===== src/rtl/psum_in_bus_ctrl.sv =====
// Feeds one horizontal psum bus: buffers global-buffer psums and broadcasts each
// one only once every masked PE reports ready, counting beats per pass.
`timescale 1ns/1ps
module psum_in_bus_ctrl #(
    parameter int unsigned DATA_WIDTH = 16,
    parameter int unsigned ID_WIDTH   = 8,
    parameter int unsigned NUM_PE     = 12,
    parameter int unsigned FIFO_DEPTH = 4,
    parameter int unsigned CNT_WIDTH  = 8
) (
    input  logic                  clk,
    input  logic                  rst_n,
    input  logic                  config_state,
    input  logic                  ce,
    input  logic [ID_WIDTH-1:0]   cfg_row_id,
    input  logic [NUM_PE-1:0]     cfg_pe_mask,
    input  logic [CNT_WIDTH-1:0]  cfg_psum_len,
    input  logic [DATA_WIDTH-1:0] gb_psum_data,
    input  logic                  gb_psum_valid,
    output logic                  gb_psum_ready,
    input  logic [NUM_PE-1:0]     pe_ready_vec,
    output logic [ID_WIDTH-1:0]   bus_source_id,
    output logic [DATA_WIDTH-1:0] bus_data,
    output logic                  bus_data_valid,
    output logic                  pass_done,
    output logic                  busy
);

    localparam int unsigned PTR_W = (FIFO_DEPTH > 1) ? $clog2(FIFO_DEPTH) : 1;
    localparam int unsigned OCC_W = PTR_W + 1;

    typedef enum logic [1:0] {
        S_IDLE     = 2'd0,
        S_WAIT_RDY = 2'd1,
        S_HOLD     = 2'd2,
        S_DONE     = 2'd3
    } state_t;

    state_t                r_state;
    state_t                w_state_nxt;
    logic [ID_WIDTH-1:0]   r_row_id;
    logic [NUM_PE-1:0]     r_mask;
    logic [CNT_WIDTH-1:0]  r_len;
    logic [CNT_WIDTH-1:0]  r_cnt;
    logic [CNT_WIDTH-1:0]  w_cnt_nxt;
    logic [CNT_WIDTH-1:0]  w_cnt_inc;
    logic [DATA_WIDTH-1:0] r_mem [FIFO_DEPTH];
    logic [PTR_W-1:0]      r_wptr;
    logic [PTR_W-1:0]      r_rptr;
    logic [OCC_W-1:0]      r_occ;
    logic                  w_full;
    logic                  w_empty;
    logic                  w_push;
    logic                  w_pop;
    logic                  w_done;
    logic                  w_all_rdy;

    assign w_full        = (r_occ == OCC_W'(FIFO_DEPTH));
    assign w_empty       = (r_occ == '0);
    assign gb_psum_ready = !w_full && !config_state;
    assign w_push        = gb_psum_valid && gb_psum_ready;
    assign w_all_rdy     = (&(pe_ready_vec | ~r_mask)) && (r_mask != '0);
    assign w_cnt_inc     = r_cnt + CNT_WIDTH'(1);

    // Configuration latch and registered bus id.
    always_ff @(posedge clk or negedge rst_n) begin
        if (!rst_n) begin
            r_row_id      <= '0;
            r_mask        <= '0;
            r_len         <= '0;
            bus_source_id <= '0;
        end else begin
            if (config_state && ce) begin
                r_row_id <= cfg_row_id;
                r_mask   <= cfg_pe_mask;
                r_len    <= cfg_psum_len;
            end
            bus_source_id <= r_row_id;
        end
    end

    // Psum storage; head is read only after the write edge, so no bypass.
    always_ff @(posedge clk) begin
        if (w_push) begin
            r_mem[r_wptr] <= gb_psum_data;
        end
    end

    always_ff @(posedge clk or negedge rst_n) begin
        if (!rst_n) begin
            r_wptr <= '0;
            r_rptr <= '0;
            r_occ  <= '0;
        end else if (config_state) begin
            r_wptr <= '0;
            r_rptr <= '0;
            r_occ  <= '0;
        end else begin
            if (w_push) begin
                r_wptr <= r_wptr + PTR_W'(1);
            end
            if (w_pop) begin
                r_rptr <= r_rptr + PTR_W'(1);
            end
            r_occ <= r_occ + OCC_W'(w_push) - OCC_W'(w_pop);
        end
    end

    // State register and registered bus outputs.
    always_ff @(posedge clk or negedge rst_n) begin
        if (!rst_n) begin
            r_state        <= S_IDLE;
            r_cnt          <= '0;
            bus_data       <= '0;
            bus_data_valid <= 1'b0;
            pass_done      <= 1'b0;
            busy           <= 1'b0;
        end else begin
            r_state        <= w_state_nxt;
            r_cnt          <= w_cnt_nxt;
            bus_data_valid <= w_pop;
            pass_done      <= w_done;
            busy           <= (w_state_nxt != S_IDLE);
            if (w_pop) begin
                bus_data <= r_mem[r_rptr];
            end
        end
    end

    // HOLD demands ready drop low before the next beat, so a held level issues once.
    always_comb begin
        w_state_nxt = r_state;
        w_cnt_nxt   = r_cnt;
        w_pop       = 1'b0;
        w_done      = 1'b0;
        if (config_state) begin
            w_state_nxt = S_IDLE;
            w_cnt_nxt   = '0;
        end else if (ce) begin
            case (r_state)
                S_IDLE: begin
                    if ((r_len != '0) && !w_empty) begin
                        w_state_nxt = S_WAIT_RDY;
                    end
                end
                S_WAIT_RDY: begin
                    if (w_all_rdy && !w_empty) begin
                        w_pop       = 1'b1;
                        w_cnt_nxt   = w_cnt_inc;
                        w_state_nxt = (w_cnt_inc == r_len) ? S_DONE : S_HOLD;
                    end
                end
                S_HOLD: begin
                    if (!w_all_rdy) begin
                        w_state_nxt = S_WAIT_RDY;
                    end
                end
                S_DONE: begin
                    w_done      = 1'b1;
                    w_cnt_nxt   = '0;
                    w_state_nxt = S_IDLE;
                end
                default: begin
                    w_state_nxt = S_IDLE;
                end
            endcase
        end
    end

endmodule


===== config.mk =====
export PLATFORM = sky130hd
export DESIGN_NAME = psum_in_bus_ctrl
export DESIGN_NICKNAME = d
export VERILOG_FILES = /design/src/rtl/psum_in_bus_ctrl.sv
export SDC_FILE = /design/constraint.sdc
export NUM_CORES = 1
export LEC_CHECK = 0
export ABC_AREA = 0
export ABC_CLOCK_PERIOD_IN_PS = 3300
export BUFFER_PORTS_ARGS = -buffer_cell sky130_fd_sc_hd__buf_2
export CORE_MARGIN = 4
export CORE_UTILIZATION = 52
export CTS_BUF_LIST = sky130_fd_sc_hd__clkbuf_16
export CTS_CLUSTER_DIAMETER = 100
export DETAILED_ROUTE_END_ITERATION = 12
export PLACE_DENSITY = 0.84
export REMOVE_ABC_BUFFERS = 1
export SYNTH_ARGS = -nofsm -noshare
export SYNTH_HDL_FRONTEND = slang
export SYNTH_SLANG_ARGS = --single-unit

===== constraint.sdc =====
create_clock -name clk -period 3.3 [get_ports clk]
set_input_delay 0.66 -clock clk [delete_from_list [all_inputs] [get_ports clk]]
set_output_delay 0.66 -clock clk [all_outputs]
set_load 0.005 [all_outputs]

==> flow_metrics.tcl, run 1 <==
set metrics [dict create \
    outcome "finished clean" \
    dp_hpwl_um 7566 \
    drc 0 \
    max_stage_delay_ns 0.40 \
    diodes 0 \
    path_cells "nor2b_1, a2111oi_4, nand4_4, nor4_4, ha_1, inv_1, ha_1, inv_1, fa_1, xor2_1, xnor2_1, nor2_1" \
    critPathKind "reg2reg" \
    syn_area_per_cell_um2 15.45 \
    placed_cell_area_mm2 0.006369 \
    grt_setup_unrepaired "false" \
    netlist_instances 374 \
    crit_arrival_ns 3.18 \
    hold_viol_final 0 \
    ctsHoldBuffers 0 \
    num_rows 38 \
    synth_common_cells "72 x dfrtp_1, 64 x edfxtp_1, 35 x mux2_2" \
    core_area_mm2 0.01084 \
    wl_um 11900 \
    cts_buffers 17 \
    htree_levels 4 \
    fin_total_pwr_w 0.004265 \
    slew_headroom 0.3368 \
    hp-class "reg2reg" \
    fin_crit_sh 0.8746 \
    die_y_um 113.4 \
    crit_fanout 6 \
    portBuffers 88 \
    num_vias 3525 \
    grt_pass1_vias 3705 \
    synth_top_area_frac 0.3325 \
    yosysMostFrequentCell "dfrtp_1" \
    syn2layout_area_growth_pct 20.39 \
    power.internal_w 0.003292 \
    p_comb_frac 0.094 \
    setup_viol_count_final 0 \
    drv_cap 0 \
    power.density_mw_per_mm2 613.0 \
    slew_violations 0 \
    synthesis.area_mm2 0.005779 \
    tns_ns 0 \
    fin_nets 537 \
    finClkSkew_ns 0.008365 \
    die_area_mm2 0.01287 \
    p_leak_nw 2.889 \
    viasPerCell 5.676 \
    period_minus_slack_ns 2.886 \
    ys_types 45 \
    antenna_found_initial 0 \
    clk_latency_ns 0.41 \
    place.gp.congestion 0.8783 \
    synth_ff_type "dfrtp_1" \
    seq_power_share 0.471 \
    clk_pin_slew_ns 0.06 \
    slowest_stage "dfrtp_1" \
    synth_top_area_cell "edfxtp_1" \
    end_kind "flip-flop" \
    dr.pass1.iters 5 \
    fmax_mhz 346.5 \
    yosysSeqAreaShare 0.6443 \
    grt_pass1_wl_um 19510 \
    async_flop_share 0.5294 \
    grt-ovfl-total 0 \
    worst_setup_path_start_kind "flip-flop" \
    clkPwrFrac 0.435 \
    yosysWarnings 0 \
    ant_nets 0 \
    synth-edff-count 64 \
    ys_seq_elements 136 \
    whs_path_depth 0 \
    switchingPower_w 0.0009736 \
    first_iter_violations 257 \
    post_drt_wl_per_cell_um 19.17 \
    start_util 0.5331 \
    clk_path_buf_depth 2 \
    clkSinkCount 136 \
    io_pins 89 \
    rr_worst_depth 12 \
    p_sw_frac 0.2283 \
    worstPathRequired_ns 3.59 \
    final_cell_area_mm2 0.006958 \
    cts_root_buffer "clkbuf_16" \
    track_usage 0.1977 \
    worst_pin_slew_ns 0.9823 \
    post_cts_buffers 0 \
    ys_top_cells_by_area "edfxtp_1 33%, dfrtp_1 31%, mux2_2 6.8%, mux4_2 6.2%, mux2_4 2.3%" \
    drive_gt1_frac 0.3992 \
    grt_start_max_net_pins 73 \
    cts_tree "built" \
    die_width_um 113.4 \
    peakVddDrop_v 0.0003522 \
    ctsResizeCount 0 \
]
cell type report:
class / count / area, um^2
inverters: 12 / 45.04
multi-input cells: 205 / 1922
repair buffers: 96 / 503.0
fillers: 744 / 3882
well taps: 140 / 175.2
flip-flops and latches: 136 / 3724
clock inverters: 15 / 163.9
clock buffers: 17 / 425.4
per-stage QoR:
step / hold slack [ns] / setup WS, ns / utilization / cells
6_report: 0.3688 / 0.4137 / 0.6419 / 621
5_1_grt: 0.3852 / 0.1816 / 0.6419 / 621
4_1_cts: 0.3685 / 0.4265 / 0.6419 / 621
3_5_place_dp: 0.3572 / 0.2429 / 0.5875 / 589
3_3_place_gp: 0.3506 / 0.3585 / 0.5875 / 589
2_1_floorplan: 0.3486 / -0.2217 / - / 353
routing by layer:
| layer | vias to the layer above | wire (um) | global-route usage |
|---|---|---|---|
| li1 | 1588 | - | - |
| met1 | 1759 | 4636 | 0.2484 |
| met2 | 141 | 6121 | 0.3227 |
| met3 | 37 | 715 | 0.04828 |
| met4 | 0 | 431 | 0.09936 |
| met5 | - | 0 | 0 |
flip-flops by register name (all words and copies together) (netlist names):
signal and count:
r_mem 64, bus_data 16, r_mask 12, bus_source_id 8
r_cnt 8, r_len 8, r_row_id 8, r_occ 3
r_rptr 2, r_state 2, r_wptr 2, bus_data_valid 1
busy 1, pass_done 1
critical path: cells and delay by family (launching register included):
kind	cells	cell delay, ns
fa+ha+maj	3	0.79
simple gates	4	0.73
flops	1	0.40
compound gates	1	0.38
xor+xnor	2	0.35
buf+inv	2	0.11
power groups by stage:
stage                     registers (W)  clock network, W  logic (W)
final                           0.00201           0.00186   0.000399
after global routing            0.00203           0.00198   0.000441
after CTS                       0.00201           0.00188   0.000405
after detailed placement        0.00204                 0   0.000394
after global placement          0.00203                 0   0.000372
after floorplan                 0.00201                 0   0.000240
layout by cell type (no fill, tap or decap), drive strengths merged, types with 5 or more instances in the layout:
cell type  instances
nor2b             10
buf               96
clkinv             6
xnor2              7
dfrtp             72
xor2               5
o31ai              5
inv               16
o21ai             12
mux2              44
and3               5
nand2             16
ha                 7
edfxtp            64
nor2              14
a21oi             10
mux4              16
nor4               8
nand3              8
clkbuf            17
path summary, 6_finish.rpt:
check / start / to / slack [ns]
min in group asynchronous: rst_n / r_mask[8] / 0.40
hold reg to reg: r_row_id[4] / bus_source_id[4] / 0.37
hold / removal: r_row_id[4] / bus_source_id[4] / 0.37
max in group asynchronous: rst_n / r_occ[1] / 2.34
setup reg to reg: r_mask[5] / r_occ[2] / 0.41
setup / recovery: r_mask[5] / r_occ[2] / 0.41
cell families after synthesis:
family,share of synthesized area
AOI/OAI and AO/OA,0.06279
xor gates and xnor gates,0.01819
adders and majority gates,0.01862
buffers and inverters,0.02316
DFF,0.6443
muxes,0.1539
and+or+nand+nor,0.07902
Power figures use the tool's default switching activity.
==> run 2, diff against run 1 <==
Settings changed: SETUP_SLACK_MARGIN from default to 0.5.
==> flow_metrics.tcl, run 2 (synthesis results as in run 1) <==
set metrics [dict create \
    crit_fanout 3 \
    core_area_mm2 0.01084 \
    fin_nets 538 \
    start_util 0.5331 \
    mostFrequentLayoutCells "87 x buf_2, 72 x dfrtp_1, 64 x edfxtp_1" \
    die_y_um 113.4 \
    syn2layout_area_growth_pct 20.72 \
    cts_root_buffer "clkbuf_16" \
    worst_setup_path_start_kind "flip-flop" \
    finClkSkew_ns 0.008947 \
    outcome "finished clean" \
    num_rows 38 \
    top_regs "r_mem x64, bus_data x16, r_mask x12" \
    worst-path-buf-inv 2 \
    period_minus_slack_ns 2.743 \
    fmax_mhz 364.5 \
    worst_pin_slew_ns 0.9085 \
    slew_headroom 0.3944 \
    final_util 0.6436 \
    die_area_mm2 0.01287 \
    grt_pass1_vias 3703 \
    path_cells "nor2b_4, a2111oi_4, nand4_4, nor4_4, ha_1, inv_1, ha_1, inv_1, fa_1, xor2_2, xnor2_1, nor2_1" \
    layout_commonest_cell "buf_2" \
    grt_setup_unrepaired "true" \
    fin_crit_sh 0.8313 \
    place_inst 589 \
    slowest_stage "a2111oi_4" \
    timing.hold.ws_ns 0.3688 \
    clk_pin_slew_ns 0.06 \
    first_iter_violations 272 \
    slew_violations 0 \
    track_usage 0.1984 \
    hold_viol_final 0 \
    antenna_found_initial 0 \
    clk_path_buf_depth 2 \
    fin_cells 622 \
    cts_buffers 17 \
    drive_gt1_frac 0.4046 \
    num_vias 3531 \
    path_delay_family "adder cells" \
    wl_um 11970 \
    rr_startpoint "r_mask[1]" \
    diodes 0 \
    drc 0 \
    viasPerCell 5.677 \
    worstHoldStart "r_row_id[4]" \
    place.gp.congestion 0.8783 \
    end_kind "flip-flop" \
    peakVddDrop_v 0.0003549 \
    clk_latency_ns 0.41 \
    cts_tree "built" \
    crit_arrival_ns 3.04 \
    die_width_um 113.4 \
    crit_start "r_mask[1]" \
    io_pins 89 \
    dp_hpwl_um 7566 \
    p_leak_nw 2.895 \
    grt-ovfl-total 0 \
    setup_viol_count_final 0 \
    ant_nets 0 \
    top_register "r_mem" \
    grt_pass1_wl_um 19580 \
    post_drt_wl_per_cell_um 19.25 \
    ctsHoldBuffers 0 \
    power.density_mw_per_mm2 612.7 \
    clkSinkCount 136 \
    largest_reg_flops 64 \
    portBuffers 88 \
    grt_start_max_net_pins 73 \
    dr.pass1.iters 5 \
    hp-class "reg2reg" \
    drv_cap 0 \
    worstPathRequired_ns 3.59 \
    htree_levels 4 \
    critPathKind "reg2reg" \
    max_stage_delay_ns 0.41 \
]
## run 2: worst paths after layout
kind / endpoint / slack [ns] / depth (start not counted)
setup / recovery: r_occ[2] / 0.56 / 12
hold / removal: bus_source_id[4] / 0.37 / 0
setup reg to reg: r_occ[2] / 0.56 / 12
hold reg to reg: bus_source_id[4] / 0.37 / 0
max in group asynchronous: bus_data[2] / 2.33 / 1
min in group asynchronous: r_mask[8] / 0.39 / 1
## run 2: cell type report
type	instances	area (um^2)
Fill cell	737	3864
Sequential cell	136	3724
Multi-Input combinational cell	205	1933
Timing Repair Buffer	97	510.5
Clock buffer	17	425.4
Tap cell	140	175.2
Clock inverter	15	163.9
Inverter	12	45.04
## run 2: per-layer routing
| layer | vias to the layer above | routed length, um | track usage |
|---|---|---|---|
| met2 | 128 | 6182 | 0.3239 |
| met1 | 1779 | 4688 | 0.2490 |
| met3 | 36 | 718 | 0.04987 |
| li1 | 1588 | - | - |
| met5 | - | 0 | 0 |
| met4 | 0 | 382 | 0.09776 |
## run 2: timing repair
item                                    in CTS  in global routing
pin swaps                                    3                  0
resized for setup                            1                  2
endpoints found under the setup margin       1                  1
setup buffers                                1                  0
## run 2: power by group
part	internal (W)	switching, W	total (W)
Sequential	0.00191	0.000103	0.00201
Clock	0.00118	0.000683	0.00186
Combinational	0.000208	0.000194	0.000403
## run 2: per-stage QoR
stage	worst slack (ns)	setup TNS, ns	total power (W)	area (um^2)
5_1_grt	0.4074	0	0.004447	6977
4_1_cts	0.5553	0	0.004298	6965
2_1_floorplan	-0.2217	-0.2478	0.002253	5690
6_report	0.5568	0	0.004275	6977
3_5_place_dp	0.2429	0	0.002430	6369
3_3_place_gp	0.3585	0	0.002401	6369
==> run 3, diff against run 2 <==
Settings changed: ABC_CLOCK_PERIOD_IN_PS 3300 to 2250, CORE_UTILIZATION 52 to 51, PLACE_DENSITY 0.84 to 0.86.
Clock period 3.3 ns to 2.25 ns, I/O delays scaled along.
==> flow_metrics.tcl, run 3 (synthesis results as in run 1) <==
set metrics [dict create \
    fin_ws_ns -0.5363 \
    cts_root_buffer "clkbuf_16" \
    fin_cells 659 \
    clk_pin_slew_ns 0.06 \
    mostFrequentLayoutCells "86 x buf_2, 72 x dfrtp_1, 64 x edfxtp_1" \
    place_inst 616 \
    largest_reg_flops 64 \
    track_usage 0.2108 \
    peakVddDrop_v 0.0006558 \
    crit_start "r_mask[11]" \
    grt-ovfl-total 0 \
    worst_pin_slew_ns 0.5870 \
    core_area_mm2 0.01098 \
    drc 0 \
    crit_fanout 2 \
    wl_um 14660 \
    final_cell_area_mm2 0.007516 \
    layout_commonest_cell "buf_2" \
    fmax_mhz 358.9 \
    die_y_um 114.5 \
    finClkSkew_ns 0.01093 \
    htree_levels 4 \
    fin_nets 575 \
    drv_cap 0 \
    slew_headroom 0.6087 \
    start_util 0.5262 \
    num_vias 3839 \
    clk_path_buf_depth 2 \
    worstPathRequired_ns 2.55 \
    hp-class "in2async" \
    p_leak_nw 3.135 \
    fin_total_pwr_w 0.006475 \
    final_util 0.6843 \
    power.density_mw_per_mm2 861.5 \
    top_register "r_mem" \
    hold_viol_final 0 \
    place.gp.congestion 0.8146 \
    top_regs "r_mem x64, bus_data x16, r_mask x12" \
    io_pins 89 \
    grt_setup_unrepaired "true" \
    rr_startpoint "r_mask[11]" \
    dr.pass1.iters 5 \
    num_rows 38 \
    grt_start_max_net_pins 46 \
    first_iter_violations 377 \
    drive_gt1_frac 0.4913 \
    num-fill-cells 665 \
    antenna_found_initial 1 \
    post_drt_wl_per_cell_um 22.24 \
    dp_hpwl_um 8064 \
    outcome "finished with violations" \
    clkSinkCount 136 \
    tns_ns -0.8662 \
    period_minus_slack_ns 2.786 \
    critPathKind "reg2reg" \
    cts_tree "built" \
    die_area_mm2 0.01310 \
    diodes 0 \
    die_width_um 114.5 \
    syn2layout_area_growth_pct 30.05 \
    grt_pass1_vias 3926 \
    grt_pass1_wl_um 20550 \
    fin_crit_sh 1.238 \
    ant_nets 0 \
    setup_viol_count_final 2 \
    placed_cell_area_mm2 0.006584 \
    worst_setup_path_start_kind "flip-flop" \
    clk_latency_ns 0.42 \
    violations "setup timing" \
    slew_violations 0 \
    viasPerCell 5.825 \
    crit_arrival_ns 3.09 \
    portBuffers 88 \
    end_kind "flip-flop" \
    cts_buffers 17 \
    ctsHoldBuffers 0 \
]
==> run 3: cell count changes in the layout (fill, tap and decap cells not counted), sizes merged <==
cell / change
clkinv: -3
clkbuf: +1
clkinvlp: +2
bufinv: -1
o21a: +1
buf: +35
inv: +2
==> run 3: worst paths after layout <==
kind	endpoint	slack (ns)	depth (start not counted)
setup reg to reg	r_occ[2]	-0.54	12
min in group clk	r_mem[2][0]	0.24	1
max in group asynchronous	bus_data[0]	1.62	2
setup / recovery	r_occ[2]	-0.54	12
hold / removal	r_mask[7]	0.03	1
hold reg to reg	bus_source_id[2]	0.37	0
==> run 3: final cells by class <==
type | count | area [um^2] | area share
clock buffers | 17 | 425.4 | 0.05660
clock inverters | 15 | 167.7 | 0.02231
inverters | 12 | 45.04 | 0.005993
multi-input cells | 206 | 2076 | 0.2762
flip-flops and latches | 136 | 3724 | 0.4954
well taps | 140 | 175.2 | 0.02331
repair buffers | 133 | 903.4 | 0.1202
==> run 3: worst max-delay path, stage by stage, from the launching register on <==
cell and delay [ns]:
dfrtp_1 0.38, nor2b_4 0.14, a2111oi_4 0.38, nand4_4 0.15, nor4_4 0.27, ha_1 0.33
inv_2 0.09, ha_4 0.13, inv_2 0.03, fa_2 0.32, xor2_1 0.16, xnor2_1 0.20
nor2_1 0.08
==> run 3: layer usage <==
metal | vias to the layer above | track usage | wire (um)
li1 | 1664 | - | -
met4 | 2 | 0.09264 | 796
met5 | - | 0 | 14
met2 | 177 | 0.3512 | 7601
met3 | 66 | 0.05867 | 871
met1 | 1930 | 0.2573 | 5371
==> run 3: per-stage QoR <==
| step | hold WS (ns) | worst slack [ns] |
|---|---|---|
| 2_1_floorplan | 0.1544 | -1.062 |
| 3_3_place_gp | 0.3520 | -0.4446 |
| 3_5_place_dp | 0.3587 | -0.5503 |
| 4_1_cts | 0.04907 | -0.4360 |
| 5_1_grt | 0.06076 | -0.6324 |
| 6_report | 0.03361 | -0.5363 |
==> run 3: report_power, final <==
part	internal [W]	total [W]	switching, W
combinational	0.000408	0.000769	0.000361
sequential	0.00280	0.00293	0.000136
clock	0.00165	0.00277	0.00112
total	0.00486	0.00648	0.00161
==> run 3: timing repair <==
action,CTS,global route
buffers inserted,5,3
endpoints found under the setup margin,33,97
resized for setup,35,28
gates cloned,1,2
pin swaps,8,5
